--- config.mk ---
export PLATFORM = sky130hd
export DESIGN_NAME = sar_conv_sequencer
export DESIGN_NICKNAME = d
export VERILOG_FILES = /design/src/rtl/sar_pkg.sv /design/src/rtl/sar_comp_sync.sv /design/src/rtl/sar_conv_sequencer.sv
export SDC_FILE = /design/constraint.sdc
export NUM_CORES = 1
export LEC_CHECK = 0
export CAP_MARGIN = 10
export CORE_MARGIN = 10
export CORE_UTILIZATION = 53
export CTS_BUF_LIST = sky130_fd_sc_hd__clkbuf_8 sky130_fd_sc_hd__clkbuf_16
export DETAILED_ROUTE_END_ITERATION = 6
export PLACE_DENSITY = 0.79
export SYNTH_ARGS = -nofsm -noshare
export SYNTH_HDL_FRONTEND = slang
export SYNTH_HIERARCHICAL = 1
export SYNTH_SLANG_ARGS = --single-unit
export TNS_END_PERCENT = 100
--- constraint.sdc ---
create_clock -name wb_clk_i -period 2.7 [get_ports wb_clk_i]
set_clock_uncertainty 0.05 [all_clocks]
set_input_delay 0.54 -clock wb_clk_i [delete_from_list [all_inputs] [get_ports wb_clk_i]]
set_output_delay 0.54 -clock wb_clk_i [all_outputs]
set_load 0.005 [all_outputs]
--- src/rtl/sar_pkg.sv ---
// Shared types and defaults for the SAR conversion sequencer.
// The latency helper gives the start-to-valid cycle count for a configuration.
package sar_pkg;

  typedef enum logic [2:0] {
    IDLE    = 3'd0,
    SAMPLE  = 3'd1,
    SETTLE  = 3'd2,
    COMPARE = 3'd3,
    DONE    = 3'd4,
    WAIT    = 3'd5
  } sar_state_e;

  localparam int SAR_NBITS         = 10;
  localparam int SAR_SAMPLE_CYCLES = 4;
  localparam int SAR_SETTLE_CYCLES = 2;
  localparam int SAR_SYNC_STAGES   = 2;
  localparam int SAR_INTERVAL_W    = 16;

  // Cycle index of valid_o when start_i is high in cycle 0.
  function automatic int unsigned conv_latency(input int unsigned nbits,
                                               input int unsigned sample_cycles,
                                               input int unsigned settle_cycles);
    return 1 + sample_cycles + nbits * (settle_cycles + 1);
  endfunction

endpackage

--- src/rtl/sar_comp_sync.sv ---
// Multi-flop synchronizer bringing the asynchronous comparator output into
// the wb_clk_i domain.
module sar_comp_sync #(
  parameter int STAGES = 2
) (
  input  logic clk,
  input  logic rst,
  input  logic d_i,
  output logic q_o
);

  logic [STAGES-1:0] sync_q;
  logic [STAGES-1:0] sync_d;

  always_comb begin
    sync_d = {sync_q[STAGES-2:0], d_i};
  end

  always_ff @(posedge clk) begin
    if (rst) begin
      sync_q <= '0;
    end else begin
      sync_q <= sync_d;
    end
  end

  assign q_o = sync_q[STAGES-1];

endmodule

--- src/rtl/sar_conv_sequencer.sv ---
// SAR ADC conversion sequencer: track/hold strobe, MSB-first binary search on
// the DAC code, and a ready/read result handshake with sticky overrun.
module sar_conv_sequencer
  import sar_pkg::*;
#(
  parameter int NBITS         = SAR_NBITS,
  parameter int SAMPLE_CYCLES = SAR_SAMPLE_CYCLES,
  parameter int SETTLE_CYCLES = SAR_SETTLE_CYCLES,
  parameter int SYNC_STAGES   = SAR_SYNC_STAGES,
  parameter int INTERVAL_W    = SAR_INTERVAL_W
) (
  input  logic                  wb_clk_i,
  input  logic                  wb_rst_i,
  input  logic                  start_i,
  input  logic                  cont_i,
  input  logic [INTERVAL_W-1:0] interval_i,
  input  logic                  comp_in,
  input  logic                  rd_i,
  input  logic                  clr_ovr_i,
  output logic                  sample_o,
  output logic [NBITS-1:0]      dac_code_o,
  output logic                  busy_o,
  output logic [NBITS-1:0]      result_o,
  output logic                  valid_o,
  output logic                  data_ready_o,
  output logic                  overrun_o
);

  localparam int PHASE_MAX = (SAMPLE_CYCLES > SETTLE_CYCLES) ? SAMPLE_CYCLES : SETTLE_CYCLES;
  localparam int PH_W      = $clog2(PHASE_MAX + 1);
  localparam int BIT_W     = (NBITS > 1) ? $clog2(NBITS) : 1;

  localparam logic [PH_W-1:0]  SAMPLE_LOAD = PH_W'(SAMPLE_CYCLES - 1);
  localparam logic [PH_W-1:0]  SETTLE_LOAD = PH_W'(SETTLE_CYCLES - 1);
  localparam logic [BIT_W-1:0] MSB_IDX     = BIT_W'(NBITS - 1);
  localparam logic [NBITS-1:0] MSB_ONE     = {1'b1, {(NBITS-1){1'b0}}};

  // The comparator must be fully synchronized before the compare cycle samples it.
  if (SETTLE_CYCLES < SYNC_STAGES) begin : g_bad_settle
    $error("SETTLE_CYCLES must be >= SYNC_STAGES");
  end
  if (NBITS < 2 || NBITS > 16) begin : g_bad_nbits
    $error("NBITS must be within 2..16");
  end
  if (SAMPLE_CYCLES < 1) begin : g_bad_sample
    $error("SAMPLE_CYCLES must be >= 1");
  end
  if (SYNC_STAGES < 2) begin : g_bad_sync
    $error("SYNC_STAGES must be >= 2");
  end

  sar_state_e            state_q, state_d;
  logic [PH_W-1:0]       phase_q, phase_d;
  logic [BIT_W-1:0]      bit_q, bit_d;
  logic [INTERVAL_W-1:0] gap_q, gap_d;
  logic [NBITS-1:0]      dac_q, dac_d;
  logic [NBITS-1:0]      result_q, result_d;
  logic                  ready_q, ready_d;
  logic                  ovr_q, ovr_d;

  logic                  comp_sync;
  logic [NBITS-1:0]      bit_mask;
  logic [NBITS-1:0]      resolved_code;

  sar_comp_sync #(
    .STAGES(SYNC_STAGES)
  ) u_comp_sync (
    .clk(wb_clk_i),
    .rst(wb_rst_i),
    .d_i(comp_in),
    .q_o(comp_sync)
  );

  assign bit_mask      = NBITS'(1) << bit_q;
  assign resolved_code = comp_sync ? dac_q : (dac_q & ~bit_mask);

  always_comb begin
    state_d  = state_q;
    phase_d  = phase_q;
    bit_d    = bit_q;
    gap_d    = gap_q;
    dac_d    = dac_q;
    result_d = result_q;
    ready_d  = ready_q & ~rd_i;
    ovr_d    = ovr_q & ~clr_ovr_i;

    case (state_q)
      IDLE: begin
        if (start_i || cont_i) begin
          state_d = SAMPLE;
          phase_d = SAMPLE_LOAD;
          dac_d   = '0;
        end
      end
      SAMPLE: begin
        if (phase_q == '0) begin
          state_d = SETTLE;
          phase_d = SETTLE_LOAD;
          bit_d   = MSB_IDX;
          dac_d   = MSB_ONE;
        end else begin
          phase_d = phase_q - 1'b1;
        end
      end
      SETTLE: begin
        if (phase_q == '0) begin
          state_d = COMPARE;
        end else begin
          phase_d = phase_q - 1'b1;
        end
      end
      COMPARE: begin
        // Resolve the current bit and present the next trial in the same edge.
        if (bit_q == '0) begin
          state_d  = DONE;
          dac_d    = resolved_code;
          result_d = resolved_code;
        end else begin
          state_d = SETTLE;
          phase_d = SETTLE_LOAD;
          bit_d   = bit_q - 1'b1;
          dac_d   = resolved_code | (bit_mask >> 1);
        end
      end
      DONE: begin
        ready_d = 1'b1;
        if (ready_q && !rd_i) begin
          ovr_d = 1'b1;
        end
        if (!cont_i) begin
          state_d = IDLE;
        end else if (interval_i != '0) begin
          state_d = WAIT;
          gap_d   = interval_i;
        end else begin
          state_d = SAMPLE;
          phase_d = SAMPLE_LOAD;
          dac_d   = '0;
        end
      end
      WAIT: begin
        // Gap counter runs from the latched interval down to zero inclusive.
        if (!cont_i) begin
          state_d = IDLE;
        end else if (gap_q == '0) begin
          state_d = SAMPLE;
          phase_d = SAMPLE_LOAD;
          dac_d   = '0;
        end else begin
          gap_d = gap_q - 1'b1;
        end
      end
      default: begin
        state_d = IDLE;
      end
    endcase
  end

  always_ff @(posedge wb_clk_i) begin
    if (wb_rst_i) begin
      state_q  <= IDLE;
      phase_q  <= '0;
      bit_q    <= '0;
      gap_q    <= '0;
      dac_q    <= '0;
      result_q <= '0;
      ready_q  <= 1'b0;
      ovr_q    <= 1'b0;
    end else begin
      state_q  <= state_d;
      phase_q  <= phase_d;
      bit_q    <= bit_d;
      gap_q    <= gap_d;
      dac_q    <= dac_d;
      result_q <= result_d;
      ready_q  <= ready_d;
      ovr_q    <= ovr_d;
    end
  end

  assign sample_o     = (state_q == SAMPLE);
  assign busy_o       = (state_q != IDLE);
  assign valid_o      = (state_q == DONE);
  assign dac_code_o   = dac_q;
  assign result_o     = result_q;
  assign data_ready_o = ready_q;
  assign overrun_o    = ovr_q;

endmodule

# == Word level (Yosys, flattened, before mapping) ==
# Cells that the tools add are included.
# W data, S select, Z words.
# totals
regBits,50
inputBits,23
out_inout_bits,25
word_cells,94
# op_classes
addsub,3
n_eq_ne,17
shifts,1
mux,38
bitwise_logic,7
reduce_logical,19
# ops
operator,count
$mux W10,8
$mux W16,4
$pmux W10 S5,1
$mux W3,16
$pmux W3 S6,2
$pmux W16 S2,1
$ne A2 B2 Y1 const B,9
$logic_not A16 Y1,1
$reduce_bool A16 Y1,1
$sub A16 B1 Y16 const B,1
$and A10 B10 Y10,1
$not A10 Y10,1
$or A10 B9 Y10,1
$shl A1 B4 Y10 const A,1
$mux W4,2
$pmux W4 S2,1
$reduce_and A8 Y1,1
$reduce_and A7 Y1,1
$eq A3 B2 Y1 const B,2
$eq A3 B3 Y1 const B,2
$logic_not A3 Y1,2
$reduce_bool A6 Y1,1
$reduce_and A5 Y1,1
$reduce_bool A5 Y1,1
other kinds (17),23

# == Logic depth before layout (Yosys ltp) ==
# Gate-level depths: netlist of the first run.
# logic_depth
depth_word,7
depth_mapped,9
ltp_nobuf,7

# == Modules after synthesis ==
# The synthesis of the first run kept the hierarchy.
# modules_own_cells
module,instances,cells_per_inst,area_each_um2,seq_area_each_um2
sar_conv_sequencer,1,365,2846.5,960.9
sar_comp_sync,1,4,52.6,40.0

# == Least setup slack after synthesis of the first run ==
# Ideal clock, no wire load.
# synth_timing
path_type,flip-flop to flip-flop
start,reg gap_q[0]
end,"reg dac_q[2], in the netlist dac_code_o[2]"
setup_ps,125
arrival_ps,2115
required_time_ps,2525
slack_ps,410
path_stages_with_launch,10
path_buffers,2
synth_period_minus_slack_ps,2290
cell_sequence,dfxtp_1 -> inv_1 -> ha_1 -> or3b_2 -> clkbuf_1 -> nor4_4 -> a21oi_2 -> buf_2 -> o311ai_1 -> nand2_1
# synth_via
elab_chain_cells,3
# synth_rtl
item,line_no,text
start: declaration,sar_conv_sequencer.sv:55,"logic [INTERVAL_W-1:0] gap_q, gap_d;"
start signal: assignment,sar_conv_sequencer.sv:173,gap_q <= gap_d;
$logic_not A16 Y1,sar_conv_sequencer.sv:145,end else if (gap_q == '0) begin
$ne A2 B2 Y1 (no source line),n/a,
$reduce_and A7 Y1 (no source line),n/a,
end signal: assignment,sar_conv_sequencer.sv:165,dac_q <= '0;
end signal: assignment,sar_conv_sequencer.sv:174,dac_q <= dac_d;
end: declaration,sar_conv_sequencer.sv:56,"logic [NBITS-1:0] dac_q, dac_d;"
# No other way between the ends.
# A chain may end at the register's enable or synchronous reset.

# == Final worst setup path of the first run ==
# layout_timing
start,reg gap_q[0]
end,reg gap_q[11]
# layout_via
elab_chain_cells,4
word_cells_on_any_way,7
cone_classes,add/sub (1); eq/ne (1); mux (3); reduce/logical (2)
# layout_rtl
item,line_no,text
$sub A16 B1 Y16,sar_conv_sequencer.sv:150,gap_d = gap_q - 1'b1;
$mux W16,sar_conv_sequencer.sv:145,
$mux W16,sar_conv_sequencer.sv:143,if (!cont_i) begin
$pmux W16 S2,sar_conv_sequencer.sv:87,case (state_q)
# Several ways; a longest one is shown, not always the timed one. The select of a mux whose other input is x is not followed.

==> results of run 1 <==
## cells in the mapped netlist, types with 3 or more instances
cell / number
nor2b_1: 7
nor3_1: 14
nor4_1: 8
a32o_1: 5
inv_1: 14
nand2b_1: 5
a21oi_1: 51
a22oi_1: 5
o21ai_0: 9
a221oi_2: 3
o22ai_1: 7
nor3b_1: 4
nand3_1: 11
ha_1: 8
dfxtp_1: 50
o32ai_1: 7
o311ai_1: 5
and3_1: 3
and2_1: 3
nand2_1: 45
clkbuf_1: 21
or2_2: 4
nor2_1: 25
## critical path, cell delays in order, from the launching register on
cell,delay (ns)
dfxtp_1,0.34
inv_1,0.11
ha_1,0.20
or3b_2,0.52
nor4_4,0.42
a21o_1,0.39
a221oi_1,0.16
a31o_2,0.23
## metrics by stage
stage / cells / setup WS [ns] / area, um2 / utilization
6_report: 494 / 0.1786 / 3655 / 0.7022
5_1_grt: 494 / 0.02080 / 3655 / 0.7022
4_1_cts: 494 / 0.2019 / 3655 / 0.7022
3_5_place_dp: 486 / -0.1002 / 3541 / 0.6803
3_3_place_gp: 486 / -0.02582 / 3541 / 0.6803
2_1_floorplan: 369 / 0.4098 / 2899 / -
## report_power, final
group | internal (W) | leakage, nW | total (W) | switching, W
Combinational | 0.000266 | 0.911 | 0.000581 | 0.000315
Sequential | 0.000772 | 0.405 | 0.000816 | 0.0000444
Clock | 0.000276 | 0.0504 | 0.000541 | 0.000265
## state kept, by name, indices dropped and copies added (netlist names)
name,cells
data_ready_o,1
bit_q,4
dac_code_o,10
phase_q,3
gap_q,16
state_q,3
overrun_o,1
u_comp_sync/sync_q,2
result_o,10
## path summary, 6_finish.rpt
| check | start | to | cells past startpoint |
|---|---|---|---|
| setup / recovery | gap_q[0] | gap_q[11] | 7 |
| hold / removal | u_comp_sync/sync_q[0] | u_comp_sync/sync_q[1] | 1 |
| setup reg to reg | gap_q[0] | gap_q[11] | 7 |
| hold reg to reg | u_comp_sync/sync_q[0] | u_comp_sync/sync_q[1] | 1 |
## area by class of cell
| cell class | instances | area (um2) | share of cell area |
|---|---|---|---|
| multi-input combinational | 278 | 1727 | 0.4724 |
| clock inverter | 3 | 45.04 | 0.01232 |
| clock buffer | 5 | 68.82 | 0.01883 |
| tap | 70 | 87.58 | 0.02396 |
| timing repair buffer | 74 | 673.1 | 0.1842 |
| sequential | 50 | 1001 | 0.2739 |
| inverter | 14 | 52.55 | 0.01438 |
## per-layer routing
layer / track usage / wire (um)
met1: 0.2614 / 3867
met2: 0.2949 / 3759
met3: 0.04796 / 615
met4: 0.05696 / 150
met5: 0 / 0
## cells by family after synthesis
kind of cell             Yosys count
adder cells (fa/ha/maj)            8
flip-flops                        50
XOR/XNOR                           2
multiplexers                       1
buffers and inverters             41
AND/OR/NAND/NOR                  149
AO/OA/AOI/OAI                    118
## cells in the final DEF (no fill, tap or decap), types with 9 or more instances in the layout
cell type,netlist,layout
a21oi_1,51,51
dfxtp_1,50,50
clkdlybuf4s50_1,0,47
nand2_1,45,45
buf_4,0,27
nor2_1,25,25
inv_1,14,14
nor3_1,14,14
nand3_1,11,11
o21ai_0,9,9
==> flow_summary.ini, run 1 <==
[run_status]
status = finished, final reports clean

[die]
start_util = 0.5570
core_um2 = 5205
ioPinCount = 48
die_w_um = 93.96
rows = 26
die_h_um = 93.96
dieArea_um2 = 8828

[cts]
cts.htree.levels = 2
cts_tree = yes
cts_buffer_depth = 2
root_buffer = clkbuf_8
cts_setup_buffers = 0
ctsHoldBuffers = 0
path_clk_slew_ns = 0.10
ctsResizeCount = 0
cts-buffers-inserted = 5
cts_num_sinks = 50
clk_latency_ns = 0.31

[power_and_ir_drop]
power_w = 0.001939
p_leak_nw = 1.366
power_per_cell_area_nw_per_um2 = 530.5
ir_drop_mv = 0.3549

[drt]
drtAntennaViolNets = 0
drt_iter0_markers = 247
avgRoutedWirePerCell_um = 16.99
drt_wl_total_um = 8393
via_per_inst = 6.164
drc_errors = 0
dr.pass1.iters = 5
vias = 3045

[synthesis]
synth_fa_ha_area_frac = 0.03453
synth_compound_area_frac = 0.2775
async_flop_share = 0
yosysWarnings = 6
synth_top_family_by_area = compound AO/OA/AOI/OAI gates
synth_edf_count = 0
syn_nets = 400
netlist_area_um2 = 2899
ys_ff_latch = 50
synthSimpleGateAreaFrac = 0.2741
synth.mux.area_fraction = 0.003453
synth_cells = 369
synth_xor_xnor_area_share = 0.006042
yosys-top-cells-area = dfxtp_1 35%, a21oi_1 8.8%, nand2_1 5.8%
yosysUniqueCellTypes = 64
yosysTopAreaCellShare = 0.3453
yosysSeqAreaShare = 0.3453
syn_avg_cell_area_um2 = 7.856
yosys.area.top_type = dfxtp_1
synth_ff_type = dfxtp_1

[sta]
rsz0062_at_grt = no
finalSetupViolCount = 0
slew_violations = 0
period_share = 0.9339
hold_violations = 0
clock.fmax_mhz = 396.6
setup_tns_ns = 0
final.min_clock_period_ns = 2.521
worstMarginPinSlew_ns = 0.7779
hold_slack_ns = 0.3936
max_slew_margin = 0.4808

[global_routing]
grt_pass1_vias = 2951
antenna_found_initial = 0
grt_use_total = 0.1934
grt-ovfl-total = 0
grt_pass1_wl_um = 14280
grt_max_degree = 37

[setup_path]
cp_max_fo = 8
cp-end-kind = flop
r2r_setup_slack_ns = 0.18
arrival_ns = 2.67
required_ns = 2.85
worst-setup-path-type = flop to flop
start_kind = flop

[layout]
n_antenna_cell = 0
final_nets = 454
drive_above_1_share = 0.1321
syn2layout_area_growth_pct = 26.07
nFillCells = 450

[placement]
dp.final_hpwl_um = 6101
gp_congestion = 0.9021
port_buffers = 47

[flow_run]
drv_cap = 0

[hold_path]
min_path_type = flop to flop
(Power assumes the default switching activity.)
==> run 2: changes to the inputs <==
SLEW_MARGIN = 15   (was unset)
==> results of run 2 <==
No change in the layout: final DEF, timing and power equal those of run 1.
